`config.mk`:
```
export PLATFORM = sky130hd
export DESIGN_NAME = rf_sum_controller
export DESIGN_NICKNAME = d
export VERILOG_FILES = /design/src/rtl/rf_sum_pkg.sv /design/src/rtl/rf_sum_controller.sv
export SDC_FILE = /design/constraint.sdc
export NUM_CORES = 1
export LEC_CHECK = 0
export ABC_AREA = 0
export BUFFER_PORTS_ARGS = -buffer_cell sky130_fd_sc_hd__buf_4
export CORE_MARGIN = 2
export CORE_UTILIZATION = 30
export DETAILED_ROUTE_END_ITERATION = 10
export GPL_TIMING_DRIVEN = 0
export SYNTH_ARGS = -nofsm -noshare
export SYNTH_HDL_FRONTEND = slang
export SYNTH_SLANG_ARGS = --single-unit
```
`constraint.sdc`:
```
create_clock -name clk -period 2.95 [get_ports clk]
set_clock_uncertainty 0.05 [all_clocks]
set_input_delay 0.1475 -clock clk [delete_from_list [all_inputs] [get_ports clk]]
set_output_delay 0.1475 -clock clk [all_outputs]
set_load 0.05 [all_outputs]
```
`src/rtl/rf_sum_pkg.sv`:
```
// Shared types and constants for the register-file summation controller.
package rf_sum_pkg;

   // Controller states, in sequencing order.
   typedef enum logic [2:0] {
      IDLE   = 3'd0,
      INIT_I = 3'd1,
      INIT_S = 3'd2,
      INIT_C = 3'd3,
      CMP    = 3'd4,
      ADD_I  = 3'd5,
      ADD_S  = 3'd6,
      OUT    = 3'd7
   } state_t;

   // Register-file roles: R0 is hardwired zero in the datapath.
   localparam int R_ZERO = 0;
   localparam int R_I    = 1;   // loop counter i
   localparam int R_S    = 2;   // running sum
   localparam int R_C    = 3;   // constant one

   // Write-data source select.
   localparam logic WSEL_ALU = 1'b0;
   localparam logic WSEL_IMM = 1'b1;

endpackage : rf_sum_pkg

```
`src/rtl/rf_sum_controller.sv`:
```
// Moore controller sequencing the register-file datapath to compute 1+2+...+N.
// Outputs are registered from the next state, so each output is a pure
// function of the current state while still coming straight from flops.
module rf_sum_controller
   import rf_sum_pkg::*;
#(
   parameter int DATA_W = 8,
   parameter int ADDR_W = 2
) (
   input  logic              clk,
   input  logic              rst,
   input  logic              start,
   input  logic [DATA_W-1:0] limit,
   input  logic              abort,
   input  logic              lt,
   output logic              busy,
   output logic              done,
   output logic              rf_we,
   output logic [ADDR_W-1:0] waddr,
   output logic [ADDR_W-1:0] raddr1,
   output logic [ADDR_W-1:0] raddr2,
   output logic              wdata_sel,
   output logic [DATA_W-1:0] imm,
   output logic              out_en,
   output logic [DATA_W-1:0] limit_q
);

   state_t state_r;
   state_t next_s;

   // Next-state selection; abort from any active state wins over sequencing.
   always_comb begin
      next_s = IDLE;
      if ((state_r != IDLE) && abort) begin
         next_s = IDLE;
      end else begin
         case (state_r)
            IDLE: begin
               if (start) begin
                  next_s = INIT_I;
               end else begin
                  next_s = IDLE;
               end
            end
            INIT_I: next_s = INIT_S;
            INIT_S: next_s = INIT_C;
            INIT_C: next_s = CMP;
            CMP: begin
               if (lt) begin
                  next_s = ADD_I;
               end else begin
                  next_s = OUT;
               end
            end
            ADD_I:   next_s = ADD_S;
            ADD_S:   next_s = CMP;
            OUT:     next_s = IDLE;
            default: next_s = IDLE;
         endcase
      end
   end

   // State, latched limit and the registered per-state control outputs.
   always_ff @(posedge clk) begin
      if (rst) begin
         state_r   <= IDLE;
         limit_q   <= DATA_W'(0);
         busy      <= 1'b0;
         done      <= 1'b0;
         rf_we     <= 1'b0;
         waddr     <= ADDR_W'(0);
         raddr1    <= ADDR_W'(0);
         raddr2    <= ADDR_W'(0);
         wdata_sel <= WSEL_ALU;
         imm       <= DATA_W'(0);
         out_en    <= 1'b0;
      end else begin
         state_r <= next_s;
         // N is only captured on the accepting edge; held otherwise.
         if ((state_r == IDLE) && start) begin
            limit_q <= limit;
         end else begin
            limit_q <= limit_q;
         end

         busy      <= (next_s != IDLE);
         done      <= 1'b0;
         rf_we     <= 1'b0;
         waddr     <= ADDR_W'(0);
         raddr1    <= ADDR_W'(0);
         raddr2    <= ADDR_W'(0);
         wdata_sel <= WSEL_ALU;
         imm       <= DATA_W'(0);
         out_en    <= 1'b0;

         case (next_s)
            IDLE: begin
               busy <= 1'b0;
            end
            INIT_I: begin
               rf_we     <= 1'b1;
               waddr     <= ADDR_W'(R_I);
               wdata_sel <= WSEL_IMM;
               imm       <= DATA_W'(0);
            end
            INIT_S: begin
               rf_we     <= 1'b1;
               waddr     <= ADDR_W'(R_S);
               wdata_sel <= WSEL_IMM;
               imm       <= DATA_W'(0);
            end
            INIT_C: begin
               rf_we     <= 1'b1;
               waddr     <= ADDR_W'(R_C);
               wdata_sel <= WSEL_IMM;
               imm       <= DATA_W'(1);
            end
            CMP: begin
               raddr1 <= ADDR_W'(R_I);
            end
            ADD_I: begin
               raddr1    <= ADDR_W'(R_I);
               raddr2    <= ADDR_W'(R_C);
               rf_we     <= 1'b1;
               waddr     <= ADDR_W'(R_I);
               wdata_sel <= WSEL_ALU;
            end
            ADD_S: begin
               raddr1    <= ADDR_W'(R_S);
               raddr2    <= ADDR_W'(R_I);
               rf_we     <= 1'b1;
               waddr     <= ADDR_W'(R_S);
               wdata_sel <= WSEL_ALU;
            end
            OUT: begin
               raddr1 <= ADDR_W'(R_S);
               out_en <= 1'b1;
               done   <= 1'b1;
            end
            default: begin
               busy <= 1'b0;
            end
         endcase
      end
   end

endmodule : rf_sum_controller

```
Word level (Yosys, flattened, before mapping)

Index checks and enable logic that the tools add are counted.

Output and inout port bits: 27
Bits in registers: 29
Word-level logic and storage cells: 49
Input bits: 13

Muxes and demuxes: 11
Reductions and logical operators: 14
Equal/unequal tests: 14

Operators with widths:

| kind               | count |
|---|---|
| $eq 3x3->1 const B | 8 |
| $pmux 3 s7         | 1 |
| $eq 3x2->1 const B | 4 |
| $reduce_or 2->1    | 6 |
| $pmux 2 s2         | 2 |
| $eq 3x1->1 const B | 2 |
| $logic_not 3->1    | 2 |
| $pmux 2 s3         | 1 |
| $reduce_bool 3->1  | 2 |
| $mux 1             | 5 |
| $reduce_or 5->1    | 1 |
| $mux 3             | 1 |
| $reduce_or 3->1    | 1 |
| $logic_and 1x1->1  | 2 |
| $mux 2             | 1 |

Logic depth before layout (Yosys ltp)

Depth after elaboration: 7
Mapped depth: 5
Gate-level depth less buffers: 4

Worst setup path before layout

OpenSTA, ideal clock, no wires.

Path type: reg-to-reg
Start point: register state_r[1]
End point: register limit_q[0]
Cell stages (with the launch flop): 6
Period minus slack after synthesis: 1.209 ns
Library setup time: 0.132 ns
Data required time: 2.768 ns
Path buffers: 1
Arrival time: 1.027 ns
Setup slack: 1.741 ns
Path through: dfxtp_1 -> nand2b_4 -> or3_1 -> clkbuf_1 -> nand2_1 -> a21oi_1

Longest elaborated chain between the ends: 2

RTL lines:

| what                     | line                    | source |
|---|---|---|
| start: declaration       | rf_sum_controller.sv:28 | `state_t state_r;` |
| start signal: assignment | rf_sum_controller.sv:78 | `state_r <= next_s;` |
| $logic_not 3->1          | rf_sum_controller.sv:80 | `if ((state_r == IDLE) && start) begin` |
| $logic_and 1x1->1        | rf_sum_controller.sv:80 |  |
| end signal: assignment   | rf_sum_controller.sv:81 | `limit_q <= limit;` |
| end signal: assignment   | rf_sum_controller.sv:83 | `limit_q <= limit_q;` |
| end: declaration         | rf_sum_controller.sv:25 | `output logic [DATA_W-1:0] limit_q` |

No other way between the ends.
A chain may end at the register's enable or synchronous reset.

Worst setup path after layout

Start point: input port abort
End point: register raddr1[1]

Longest elaborated chain between the ends: 5
Elaborated cells on any way between the ends: 9
Classes of those cells: eq/ne (4); mux (2); reduce/logical (3)

RTL lines:

| what                             | line                     | source |
|---|---|---|
| start: declaration               | rf_sum_controller.sv:14  | `input logic abort,` |
| $logic_and 1x1->1 (*)            | rf_sum_controller.sv:34  | `if ((state_r != IDLE) && abort) begin` |
| $mux 3 (*)                       | rf_sum_controller.sv:34  |  |
| $eq 3x3->1                       | rf_sum_controller.sv:96  | `case (next_s)` |
| $reduce_or 2->1 (no source line) | n/a                      |  |
| $pmux 2 s2 (*)                   | rf_sum_controller.sv:96  |  |
| end signal: assignment           | rf_sum_controller.sv:119 | `raddr1 <= ADDR_W'(R_I);` |
| end signal: assignment           | rf_sum_controller.sv:122 | `raddr1 <= ADDR_W'(R_I);` |
| end signal: assignment           | rf_sum_controller.sv:129 | `raddr1 <= ADDR_W'(R_S);` |
| end: declaration                 | rf_sum_controller.sv:20  | `output logic [ADDR_W-1:0] raddr1,` |

Every way passes the cells marked *; elsewhere a longest branch is shown, timed or not.

==> impl_metrics.yaml <==
setup_path:
  max_stage_delay_ns: 0.54
  cp_top_family: "buffers and inverters"
  cp_data_required_time_ns: 3.15
  cp_cell_sequence: "dlygate4sd3_1 -> buf_4 -> or2_1 -> buf_2 -> a21o_1 -> nor3_2"
  crit_buf_inv: 3
  path_max_fanout: 8
  cp-start-kind: "primary input"
  critPathKind: "in -> reg"
  r2r_cells: 5
  arrival_ns: 1.57
  crit_path_end_kind: "flop"
  crit_cells: 6
  crit_slowest_cell: "dlygate4sd3_1"
clock_network:
  cts_buffers: 3
  cts_tree: "yes"
  htreeDepth: 1
  clockBufferDepth: 2
  clock-sinks: 22
  clockRootBuffer: "clkbuf_4"
  clk_pin_slew_ns: 0.13
  insertion_delay_ns: 0.31
power:
  irDropWorstVdd_v: 0.0001396
  p_per_area_nw_per_um2: 501.6
  power_leakage_nw: 0.5991
  power.total_w: 0.0006414
min_path:
  holdPathStages: 3
  worstHoldPathType: "in -> reg"
die:
  die_w_um: 59.33
  fp.coreArea_sq_um: 2978
  pin_count: 40
  dieArea_sq_um: 3520
  die_h_um: 59.33
  start_util_pct: 30.84
  num_rows: 20
drt:
  firstDrtPassIters: 4
  vias_per_cell: 4.362
  vias: 807
  ant_nets: 0
  wl_um: 1851
  drt-initial-drc-count: 30
  drc: 0
  wl_per_cell_um: 10.01
sta:
  hold_ws_ns: 0.02611
  period_share_pct: 46.32
  rsz0062_at_grt: "false"
  drv_slew: 0
  finalSetupViolCount: 0
  layout_min_cycle_time_ns: 1.366
  max_freq_mhz: 731.8
  hold_viol: 0
  tns_ns: 0
logic_synthesis:
  yosysWarnings: 0
  ys_ff_latch: 22
  synthCells: 108
  syn_area_per_cell_sq_um: 8.504
  netlist_area_sq_um: 918.4
  ys_types: 26
  synth-seq-area-share_pct: 47.96
place:
  io_buffer_count: 32
  dp.final_hpwl_um: 1397
  gp_congestion: 0.8204
layout:
  syn_to_final_growth_pct: 39.24
  fin_nets: 166
  diodes: 0
  drive_gt1_share_pct: 36.18
  nFillCells: 309
global_routing:
  grt_max_degree: 13
  grt_pass1_wl_um: 2863
  antenna_found_initial: 0
  grt_overflow: 0
  track_usage_pct: 10.82
  first_global_vias: 692
run_status:
  status: "complete, no violations"
flow_run:
  drv_cap: 0
## area by class of cell
class	instances	area, sq um	share of cell area [%]
sequential	22	440.4	34.44
multi-input combinational	76	402.9	31.51
timing repair buffer	34	260.3	20.35
buffer	14	90.09	7.045
tap	33	41.29	3.229
clock buffer	4	36.28	2.838
inverter	2	7.507	0.5871
## registers in the layout (all words and copies together) (netlist names)
signal,flops
raddr1,2
state_r,3
wdata_sel,1
raddr2,2
busy,1
imm,1
waddr,2
out_en,1
rf_we,1
limit_q,8
## cells in the mapped netlist
| cell type | instances | area share, % |
|---|---|---|
| nand2b_1 | 5 | 3.4 |
| xor2_1 | 1 | 0.95 |
| or3_1 | 2 | 1.4 |
| conb_1 | 1 | 0.41 |
| a221oi_2 | 1 | 1.6 |
| a21oi_1 | 13 | 7.1 |
| buf_2 | 3 | 1.6 |
| nor2b_1 | 1 | 0.68 |
| dfxtp_1 | 22 | 48 |
| a21o_1 | 1 | 0.82 |
| nor2_1 | 11 | 4.5 |
| buf_4 | 9 | 7.4 |
| o41ai_1 | 1 | 0.95 |
| nor3_1 | 1 | 0.54 |
| inv_1 | 2 | 0.82 |
| nor4_2 | 1 | 1.4 |
| nor2_2 | 2 | 1.4 |
| nand2b_4 | 1 | 1.5 |
| a211oi_1 | 1 | 0.82 |
| or2_1 | 1 | 0.68 |
| nor3_4 | 1 | 1.8 |
| nand2_1 | 21 | 8.6 |
| clkbuf_1 | 2 | 0.82 |
| o21ai_1 | 2 | 1.1 |
| nor3_2 | 1 | 1.1 |
| o21bai_1 | 1 | 0.82 |
## placed cells by master (no fill, tap or decap), types with 2 or more instances in the layout
cell type,n
nor2_2,2
inv_1,2
nor2_1,11
buf_4,41
clkbuf_1,2
o21ai_1,2
conb_1,7
buf_2,3
clkbuf_4,3
nand2b_1,5
dfxtp_1,22
nand2_1,21
dlygate4sd3_1,2
a21oi_1,13
or3_1,2
## per-layer routing
layer  global-route usage (%)  part of all wire [%]  up-vias
met5                        0                     0        -
met3                    1.310                   4.6        5
met1                    12.80                    43      359
met4                    5.844                   2.0        0
li1                         -                     -      422
met2                    18.84                    50       21
## tightest hold or removal path, cell delays in order
cell and delay [ns]:
buf_4 0.11, nand2_1 0.05, a21oi_1 0.05
## metrics by stage
stage | setup slack (ns) | cell area (sq um) | util [%] | instances
floorplan | 1.741 | 940.9 | - | 114
global route | 1.510 | 1279 | 42.94 | 185
CTS | 1.578 | 1279 | 42.94 | 185
finish | 1.584 | 1279 | 42.94 | 185
detailed placement | 1.640 | 1222 | 41.05 | 179
global placement | 1.653 | 1222 | 41.05 | 179
## report_power, final
group          internal [W]  switching [W]
registers          0.000311     0.00000632
logic             0.0000530       0.000105
clock network     0.0000753      0.0000902
## logic make-up after synthesis
group | count (synthesis) | synth area share [%]
other | 1 | 0.4083
buffers and inverters | 16 | 10.63
AOI/OAI and AO/OA | 20 | 13.22
and+or+nand+nor | 48 | 26.84
xor gates and xnor gates | 1 | 0.9539
DFF | 22 | 47.96
## repair_timing
item | 4_1_cts | 5_1_grt
gates resized for setup | 0 | 0
endpoints found under the setup margin | 0 | 0
buffers inserted | 0 | 0
hold buffers | 2 | 0
endpoints found under the hold margin | 2 | 0
## worst paths after layout
check             startpoint         end  slack, ns
setup / recovery       abort   raddr1[1]       1.58
hold / removal      limit[0]  limit_q[0]       0.03
setup reg to reg  state_r[1]  limit_q[7]       1.63
hold reg to reg   limit_q[2]  limit_q[2]       0.42
No activity file was read; power rests on OpenSTA's default activity.
